File: src/rtl/raster_window_scanner.sv
// Raster-scan pixel/address generator for the framebuffer draw path.
// Walks the full screen or a clipped window in row-major order.
module raster_window_scanner #(
  parameter int SCREEN_W  = 160,
  parameter int SCREEN_H  = 120,
  parameter int X_BITS    = 8,
  parameter int Y_BITS    = 7,
  parameter int ADDR_BITS = 15
) (
  input  logic                 iClock,
  input  logic                 iReset,
  input  logic                 iStart,
  input  logic                 iMode,
  input  logic [X_BITS-1:0]    iX0,
  input  logic [Y_BITS-1:0]    iY0,
  input  logic [X_BITS-1:0]    iW,
  input  logic [Y_BITS-1:0]    iH,
  input  logic                 iEnable,
  input  logic                 iAbort,
  output logic [X_BITS-1:0]    oX,
  output logic [Y_BITS-1:0]    oY,
  output logic [ADDR_BITS-1:0] oAddress,
  output logic                 oValid,
  output logic                 oBusy,
  output logic                 oDone
);

  localparam int XW = X_BITS + 1;
  localparam int YW = Y_BITS + 1;

  localparam logic [XW-1:0]        SW_X = XW'(SCREEN_W);
  localparam logic [YW-1:0]        SH_Y = YW'(SCREEN_H);
  localparam logic [ADDR_BITS-1:0] SW_A = ADDR_BITS'(SCREEN_W);

  typedef enum logic {
    IDLE,
    SCAN
  } state_t;

  state_t state;

  logic [X_BITS-1:0]    x0_q;
  logic [Y_BITS-1:0]    y0_q;
  logic [X_BITS-1:0]    x_last_q;
  logic [Y_BITS-1:0]    y_last_q;
  logic [ADDR_BITS-1:0] row_step_q;

  logic [X_BITS-1:0]    x0_eff;
  logic [Y_BITS-1:0]    y0_eff;
  logic [XW-1:0]        x_room;
  logic [YW-1:0]        y_room;
  logic [XW-1:0]        w_eff;
  logic [YW-1:0]        h_eff;
  logic                 empty;
  logic [X_BITS-1:0]    x_last;
  logic [Y_BITS-1:0]    y_last;
  logic [ADDR_BITS-1:0] row_step;
  logic [ADDR_BITS-1:0] start_addr;

  // Geometry is computed one bit wide so clipping never wraps.
  always_comb begin
    x0_eff = '0;
    y0_eff = '0;
    x_room = SW_X;
    y_room = SH_Y;
    w_eff  = SW_X;
    h_eff  = SH_Y;
    if (iMode) begin
      x0_eff = iX0;
      y0_eff = iY0;
      x_room = ({1'b0, iX0} >= SW_X) ? '0 : SW_X - {1'b0, iX0};
      y_room = ({1'b0, iY0} >= SH_Y) ? '0 : SH_Y - {1'b0, iY0};
      w_eff  = ({1'b0, iW} < x_room) ? {1'b0, iW} : x_room;
      h_eff  = ({1'b0, iH} < y_room) ? {1'b0, iH} : y_room;
    end
  end

  assign empty  = (w_eff == '0) || (h_eff == '0);
  assign x_last = x0_eff + w_eff[X_BITS-1:0] - X_BITS'(1);
  assign y_last = y0_eff + h_eff[Y_BITS-1:0] - Y_BITS'(1);

  assign row_step = SW_A - ADDR_BITS'(w_eff)
                  + ADDR_BITS'(1);

  // One multiply per start only; the scan loop is purely incremental.
  assign start_addr = ADDR_BITS'(y0_eff) * SW_A
                    + ADDR_BITS'(x0_eff);

  always_ff @(posedge iClock) begin
    if (iReset) begin
      state      <= IDLE;
      x0_q       <= '0;
      y0_q       <= '0;
      x_last_q   <= '0;
      y_last_q   <= '0;
      row_step_q <= '0;
      oX         <= '0;
      oY         <= '0;
      oAddress   <= '0;
      oValid     <= 1'b0;
      oBusy      <= 1'b0;
      oDone      <= 1'b0;
    end else begin
      unique case (state)
        IDLE: begin
          oDone <= 1'b0;
          if (iStart) begin
            if (empty) begin
              oDone <= 1'b1;
            end else begin
              state      <= SCAN;
              x0_q       <= x0_eff;
              y0_q       <= y0_eff;
              x_last_q   <= x_last;
              y_last_q   <= y_last;
              row_step_q <= row_step;
              oX         <= x0_eff;
              oY         <= y0_eff;
              oAddress   <= start_addr;
              oValid     <= 1'b1;
              oBusy      <= 1'b1;
            end
          end
        end
        SCAN: begin
          if (iAbort) begin
            state  <= IDLE;
            oValid <= 1'b0;
            oBusy  <= 1'b0;
          end else if (iEnable) begin
            if (oX == x_last_q) begin
              if (oY == y_last_q) begin
                state  <= IDLE;
                oValid <= 1'b0;
                oBusy  <= 1'b0;
                oDone  <= 1'b1;
              end else begin
                oX       <= x0_q;
                oY       <= oY + Y_BITS'(1);
                oAddress <= oAddress + row_step_q;
              end
            end else begin
              oX       <= oX + X_BITS'(1);
              oAddress <= oAddress + ADDR_BITS'(1);
            end
          end
        end
        default: state <= IDLE;
      endcase
    end
  end

endmodule

File: config.mk
export PLATFORM = sky130hd
export DESIGN_NAME = raster_window_scanner
export DESIGN_NICKNAME = d
export VERILOG_FILES = /design/src/rtl/raster_window_scanner.sv
export SDC_FILE = /design/constraint.sdc
export NUM_CORES = 1
export LEC_CHECK = 0
export CAP_MARGIN = 0
export CORE_MARGIN = 8
export CORE_UTILIZATION = 47
export CTS_BUF_LIST = sky130_fd_sc_hd__clkbuf_4 sky130_fd_sc_hd__clkbuf_8 sky130_fd_sc_hd__clkbuf_16
export CTS_CLUSTER_SIZE = 28
export DETAILED_ROUTE_END_ITERATION = 8
export PLACE_DENSITY_LB_ADDON = 0.25
export RECOVER_POWER = 50
export SLEW_MARGIN = 25
export SYNTH_ARGS = -nofsm -noshare
export SYNTH_HDL_FRONTEND = slang
export SYNTH_SLANG_ARGS = --single-unit
File: constraint.sdc
create_clock -name iClock -period 7.05 [get_ports iClock]
set_input_delay 0.705 -clock iClock [delete_from_list [all_inputs] [get_ports iClock]]
set_output_delay 0.705 -clock iClock [all_outputs]
set_load 0.05 [all_outputs]
# Word-level counts from Yosys, hierarchy flattened
# Index checks and enable logic that the tools add are counted.
[op_classes]
n_eq_ne = 13
reduce_logical = 8
muxes = 50
bitwise_logic = 2
magnitude_cmp = 4
add_sub_neg = 13
multipliers = 1
[ops]
columns = ["op", "count"]
rows = [
  ["two-way mux 15 bit", 6],
  ["two-way mux 8 bit", 10],
  ["two-way mux 7 bit", 7],
  ["one-hot mux 15 bit (2 select lines)", 1],
  ["two-way mux 9 bit", 3],
  ["two-way mux 1 bit", 18],
  ["one-hot mux 8 bit (2 select lines)", 1],
  ["adder 15 x 1 -> 15 bit, second input constant", 1],
  ["adder 15 bit", 1],
  ["adder 15 x 8 -> 15 bit", 1],
  ["one-hot mux 7 bit (2 select lines)", 1],
  ["adder 10 x 2 -> 11 bit, second input constant", 1],
  ["multiplier 7 x 3 -> 10 bit, second input constant", 1],
  ["!= test 2 bit, second input constant", 5],
  ["AND reduction 5 bit", 2],
  ["subtractor 8 x 9 -> 10 bit, first input constant", 1],
  ["zero test 9 bit", 1],
  ["< comparator 8 x 9 -> 1 bit", 1],
  ["subtractor 8 x 8 -> 9 bit, first input constant", 1],
  ["adder 8 x 1 -> 8 bit, second input constant", 1],
  ["adder 8 bit", 1],
  ["== test 8 bit", 1],
  [">= comparator 8 bit, second input constant", 1],
  ["zero test 8 bit", 1],
  ["17 further kinds", 23],
]
[word_totals]
ff_bits = 71
wordCells = 101
out_inout_bits = 33
input_bits = 36

# Logic depth before layout (Yosys ltp)
[depth]
depth_word = 10
mapped_depth = 26
ltp_nobuf = 25

# Worst setup path after synthesis
# No wires, ideal clock.
[synth_path]
path_type = "input-to-reg"
from = "input iX0[1]"
to = "register x_last_q[7]"
setup_ns = 0.086
required_time_ns = 6.964
stages = 23
arrival_ns = 5.514
setup_slack_ns = 1.450
n_path_buf = 1
path_cell_list = "or4_1 > or2_1 > a211oi_1 > a31oi_1 > ha_1 > nand4_1 > a311oi_2 > a2111oi_0 > or3_4 > buf_6 > o21ai_0 > nand2_1 > ha_1 > inv_1 > ha_1 > fa_1 > a21o_1 > a21o_1 > a21o_1 > a21oi_1 > xor2_1 > xnor2_1 > a211oi_1"
[synth_via]
elab_chain_cells = 9
word_cells_on_any_way = 13
cone_classes = "add/sub: 3; order compare: 2; mux: 4; bitwise: 1; reduce/logical: 3"
[synth_lines]
columns = ["item", "line_no", "text"]
rows = [
  ["from (decl)", "14", "input logic [X_BITS-1:0] iX0,"],
  ["parallel branches: the longest is 9 deep, another holds subtractor 8 x 8 -> 9 bit", "--", ""],
  ["to (signal assigned)", "114", "x_last_q <= x_last;"],
  ["to (decl)", "44", "logic [X_BITS-1:0] x_last_q;"],
]
# Several ways; the timed one is not identified.
# A chain may end at the register's enable or synchronous reset.

# Final worst setup path
[layout_path]
from = "input iX0[1]"
to = "register oY[1]"
[layout_via]
elab_chain_cells = 9
word_cells_on_any_way = 10
cone_classes = "add/sub: 1; order compare: 2; eq/ne: 1; mux: 3; reduce/logical: 3"
[layout_lines]
columns = ["item", "line_no", "text"]
rows = [
  ["subtractor 8 x 8 -> 9 bit / >= comparator 8 bit (equally long branches)", "71", "x_room = ({1'b0, iX0} >= SW_X) ? '0 : SW_X - {1'b0, iX0};"],
  ["two-way mux 9 bit (*)", "71", ""],
  ["< comparator 8 x 9 -> 1 bit", "73", "w_eff = ({1'b0, iW} < x_room) ? {1'b0, iW} : x_room;"],
  ["two-way mux 9 bit (*)", "73", ""],
  ["two-way mux 9 bit (*)", "68", "if (iMode) begin"],
  ["zero test 9 bit (*)", "78", "assign empty = (w_eff == '0) || (h_eff == '0);"],
  ["logical OR 1 bit (*)", "78", ""],
  ["!= test 2 bit (no line) (*)", "--", ""],
  ["AND reduction 6 bit (no line) (*)", "--", ""],
  ["to (signal assigned)", "118", "oY <= y0_eff;"],
  ["to (signal assigned)", "139", "oY <= oY + Y_BITS'(1);"],
  ["to (decl)", "21", "output logic [Y_BITS-1:0] oY,"],
]
# Every way passes the cells marked *; elsewhere a longest branch is shown, timed or not.

==> reports/summary.txt <==
FLOORPLANNING
--------------------------------------------------------------------------------------------------
Standard cell core area                                                                13100 sq um
Die extent in x                                                                             131 um
Initial core utilization                                                                     47.6%
Placement Rows                                                                                  42
Overall die height                                                                          131 um
# IOs                                                                                           69
Area of the die                                                                        17300 sq um

TIMING
--------------------------------------------------------------------------------------------------
Final setup violation count                                                                      0
Max-slew violations                                                                              0
Post-route minimum period                                                                  6480 ps
Setup Total Neg Slack                                                                         0 ps
Final-layout worst hold slack                                                               458 ps
Crit share post-route                                                                        91.9%
Post-layout worst setup margin                                                              571 ps
Final hold vios                                                                                  0
Worst-case clock skew                                                                      6.24 ps
Relative slew margins                                                                        40.9%
Transition time at the pin with the least slew margin                                       886 ps
Maximum frequency from static timing analysis                                            0.154 GHz
RSZ-0062 raised after global routing                                                            no

CLOCK TREE
--------------------------------------------------------------------------------------------------
Worst-Skew Late Latency                                                                     330 ps
Clock transition time at the flip-flop clock pins of the worst setup and hold paths          60 ps
Post-CTS repair timing setup buffer count                                                        0
CTS Sinks                                                                                       67
Max Root-Sink Buffers                                                                            2
Quantity of gates resized following cts                                                          0
Clock buffer count from CTS                                                                      9
TritonCTS clock tree                                                                          done
Post-cts hold buffer count                                                                       0
CTS root buf                                                                          sky130_fd_sc_hd__clkbuf_16
H-tree levels                                                                                    3

PWR
--------------------------------------------------------------------------------------------------
Total power density per cell area                                                      202 nW/um^2
Net Switching                                                                             0.553 mW
Switching portion of total power                                                             37.6%
Fraction of power consumed by the clock network                                              28.6%
Logic gate share of total power                                                              40.2%
Sequential fraction of design power                                                          31.1%
Internal power consumption                                                                0.918 mW
Worst voltage drop across the vdd grid                                                  0.000141 V
Reported leakage power                                                                     3.30 nW
Final Power                                                                                1.47 mW

PLACEMENT
--------------------------------------------------------------------------------------------------
Port bufs                                                                                       68
Routability-driven placement congestion ratio                                                0.883
Placement-stage cell area                                                               7000 sq um
Half-perimeter wire length after detailed placement                                       11700 um
Cell count after placement                                                                    1016
DP Worst Slack                                                                              426 ps

SETUP PATH
--------------------------------------------------------------------------------------------------
Buffer and inverter count on the worst path                                                      4
Cell breakdown of the critical path                                                   dlygate4sd3_1 > or4_1 > or2_1 > a211oi_1 > a31oi_1 > ha_1 > nand4_1 > a311oi_2 > a2111oi_0 > or3_1 > mux2i_1 > inv_1 > ha_1 > or4b_4 > o41a_2 > buf_4 > a21oi_1 > buf_4 > mux2i_1 > nor2_1
Endpoint type of the worst setup path                                                     register
CP peak stage delay                                                                         630 ps
Master of the slowest instance on the critical path                                   sky130_fd_sc_hd__dlygate4sd3_1
Category of cells accounting for the largest share of critical-path delay             simple AND/OR/NAND/NOR gates
Crit path launch type                                                                    input pin
Endpoint required time on the critical path                                                7240 ps
CP Max Fanout                                                                                   43
Type of the setup path with the least slack                                              in -> reg
CP arrival                                                                                 6670 ps

LAYOUT
--------------------------------------------------------------------------------------------------
Final net count                                                                                963
Final Non-Filler Cells                                                                        1031
Fraction of final layout cells sized beyond drive strength 1                                 6.43%
P&R area growth vs syn                                                                       16.3%
Final instance area                                                                     7270 sq um
Inserted Diodes                                                                                  0
Core occupancy in the finished layout                                                        55.4%

DRT
--------------------------------------------------------------------------------------------------
DR WL/cell                                                                                 14.9 um
Via density                                                                                   5.43
Number of DRC markers after the initial detailed-route iteration                               351
Router iterations before antenna repair                                                          5
Total via count in the routed design                                                          5599
Remaining routing DRC violations                                                                 0
Antenna-violating nets left                                                                      0
Wirelength, routed                                                                        15300 um

SYNTH
--------------------------------------------------------------------------------------------------
Post-Synthesis Cells                                                                           806
Fraction of synthesis flops using an asynchronous set or reset pin                              0%
Count of flip-flops with a built-in enable after synthesis                                       0
Adder-cell share of the synthesized area                                                     15.8%
XOR/XNOR share of the synthesized area                                                       9.10%
Combinational family with the most area after synthesis                               compound AO/OA/AOI/OAI gates
Count of yosys warnings during synthesis                                                         0
Post-Syn Area per Cell                                                                  7.76 sq um
Synth unique cells                                                                              61
Multiplexer fraction of the synthesized cell area                                            5.22%
Post-synthesis sequential element count                                                         67
Net count after synthesis                                                                      918
Most frequently used flop master after synthesis                                      sky130_fd_sc_hd__dfxtp_1
Mapped Area                                                                             6250 sq um
Share of synthesized area occupied by flip-flops and latches                                 21.4%
Compound-Gate Fraction of Synth Area                                                         21.0%
Synthesized-area fraction occupied by and/or/nand/nor cells                                  20.0%

GLOBAL ROUTE
--------------------------------------------------------------------------------------------------
Total global routing track utilization                                                       17.8%
Via count of the first global-routing pass                                                    5267
Initial antenna violation count                                                                  0
Largest net degree at the start of global routing                                               76
Global-route wire length before repair                                                    26300 um
Final global-route overflow total                                                                0

OUTCOME
--------------------------------------------------------------------------------------------------
Result of the run                                                                     finished, final reports clean

JOB
--------------------------------------------------------------------------------------------------
Number of max-capacitance violations reported                                                    0

WORST HOLD PATH
--------------------------------------------------------------------------------------------------
Type of the tightest min-delay check                                                    reg -> reg

[cell usage after synthesis (15+ instances only)]
master                     count  area, sq um
sky130_fd_sc_hd__inv_1        70          263
sky130_fd_sc_hd__a211oi_2     19          238
sky130_fd_sc_hd__nand3_1      27          135
sky130_fd_sc_hd__xor2_1       24          210
sky130_fd_sc_hd__ha_1         71          888
sky130_fd_sc_hd__xnor2_1      41          359
sky130_fd_sc_hd__clkbuf_1     25         93.8
sky130_fd_sc_hd__o21ai_0      33          165
sky130_fd_sc_hd__dfxtp_1      67         1340
sky130_fd_sc_hd__mux2i_1      30          300
sky130_fd_sc_hd__a21o_1       15          113
sky130_fd_sc_hd__a21oi_1      65          325
sky130_fd_sc_hd__nor2_1       94          353
sky130_fd_sc_hd__nand2_1      62          233
[routing by layer]
layer | global-route usage [%] | share of wire (%)
met1 | 25.4 | 51
met2 | 27.5 | 44
met3 | 2.93 | 4.6
met4 | 3.25 | 0.70
met5 | 0 | 0
[logic make-up (layout without fill, tap and decap cells)]
| kind of cell | count (synthesis) | in the layout |
|---|---|---|
| compound gates | 190 | 190 |
| flops | 67 | 67 |
| fa+ha+maj | 76 | 76 |
| xor+xnor | 65 | 65 |
| mux | 32 | 32 |
| simple gates | 266 | 266 |
| buf+inv | 110 | 159 |
[sequential cells by signal (all words and copies together), names as in the netlist]
register,cells
oAddress,15
row_step_q,11
oX,8
x0_q,8
x_last_q,8
oY,7
y_last_q,7
oBusy,1
oDone,1
state,1
[power groups by stage]
stage | Sequential (mW) | Clock [mW] | Combinational, mW
after floorplan | 0.516 | 0 | 0.401
after global placement | 0.466 | 0 | 0.589
after detailed placement | 0.466 | 0 | 0.596
after CTS | 0.459 | 0.429 | 0.600
after global routing | 0.464 | 0.448 | 0.659
final | 0.458 | 0.421 | 0.592
[layout by cell type, fill, tap and decap left out, drive strengths merged, types with 3 or more instances in the layout]
cell / synthesis / routed
clkinv: 0 / 3
fa: 5 / 5
inv: 70 / 70
nor4: 7 / 7
a211oi: 30 / 30
nor3b: 6 / 6
o211ai: 4 / 4
a21o: 15 / 15
o21a: 4 / 4
clkdlybuf4s50: 0 / 33
nand2b: 14 / 14
buf: 15 / 7
and3: 11 / 11
dfxtp: 67 / 67
dlygate4sd3: 0 / 34
nand3: 27 / 27
or2: 6 / 6
o32ai: 6 / 6
ha: 71 / 71
a21oi: 65 / 65
xor2: 24 / 24
o31ai: 4 / 4
xnor2: 41 / 41
mux2i: 30 / 30
nor3: 12 / 12
o41ai: 3 / 3
nor2b: 5 / 5
nand4: 6 / 6
clkbuf: 25 / 11
nand2: 62 / 62
a31oi: 5 / 5
o21ai: 36 / 36
or3: 3 / 3
nor2: 94 / 94
and2: 8 / 8
[worst min-delay path, cell delays in order, from the launching register on]
cell	delay, ps
sky130_fd_sc_hd__dfxtp_1	310
sky130_fd_sc_hd__nand2_1	50
sky130_fd_sc_hd__a21oi_1	50
[worst paths after layout]
| path | cells past startpoint | startpoint | end | slack [ps] |
|---|---|---|---|---|
| setup / recovery | 20 | iX0[1] | oY[1] | 570 |
| hold / removal | 2 | x0_q[3] | x0_q[3] | 460 |
| setup reg to reg | 15 | oX[0] | oAddress[13] | 3050 |
| hold reg to reg | 2 | x0_q[3] | x0_q[3] | 460 |
[cell type report]
cell class,instances,area (sq um)
inverter,70,263
clock inverter,4,26.3
clock buffer,11,253
sequential,67,1340
tap,176,220
multi-input combinational,629,4450
fill,1228,5860
timing repair buffer,74,721
Note: power is estimated with default switching activity, not from simulation.
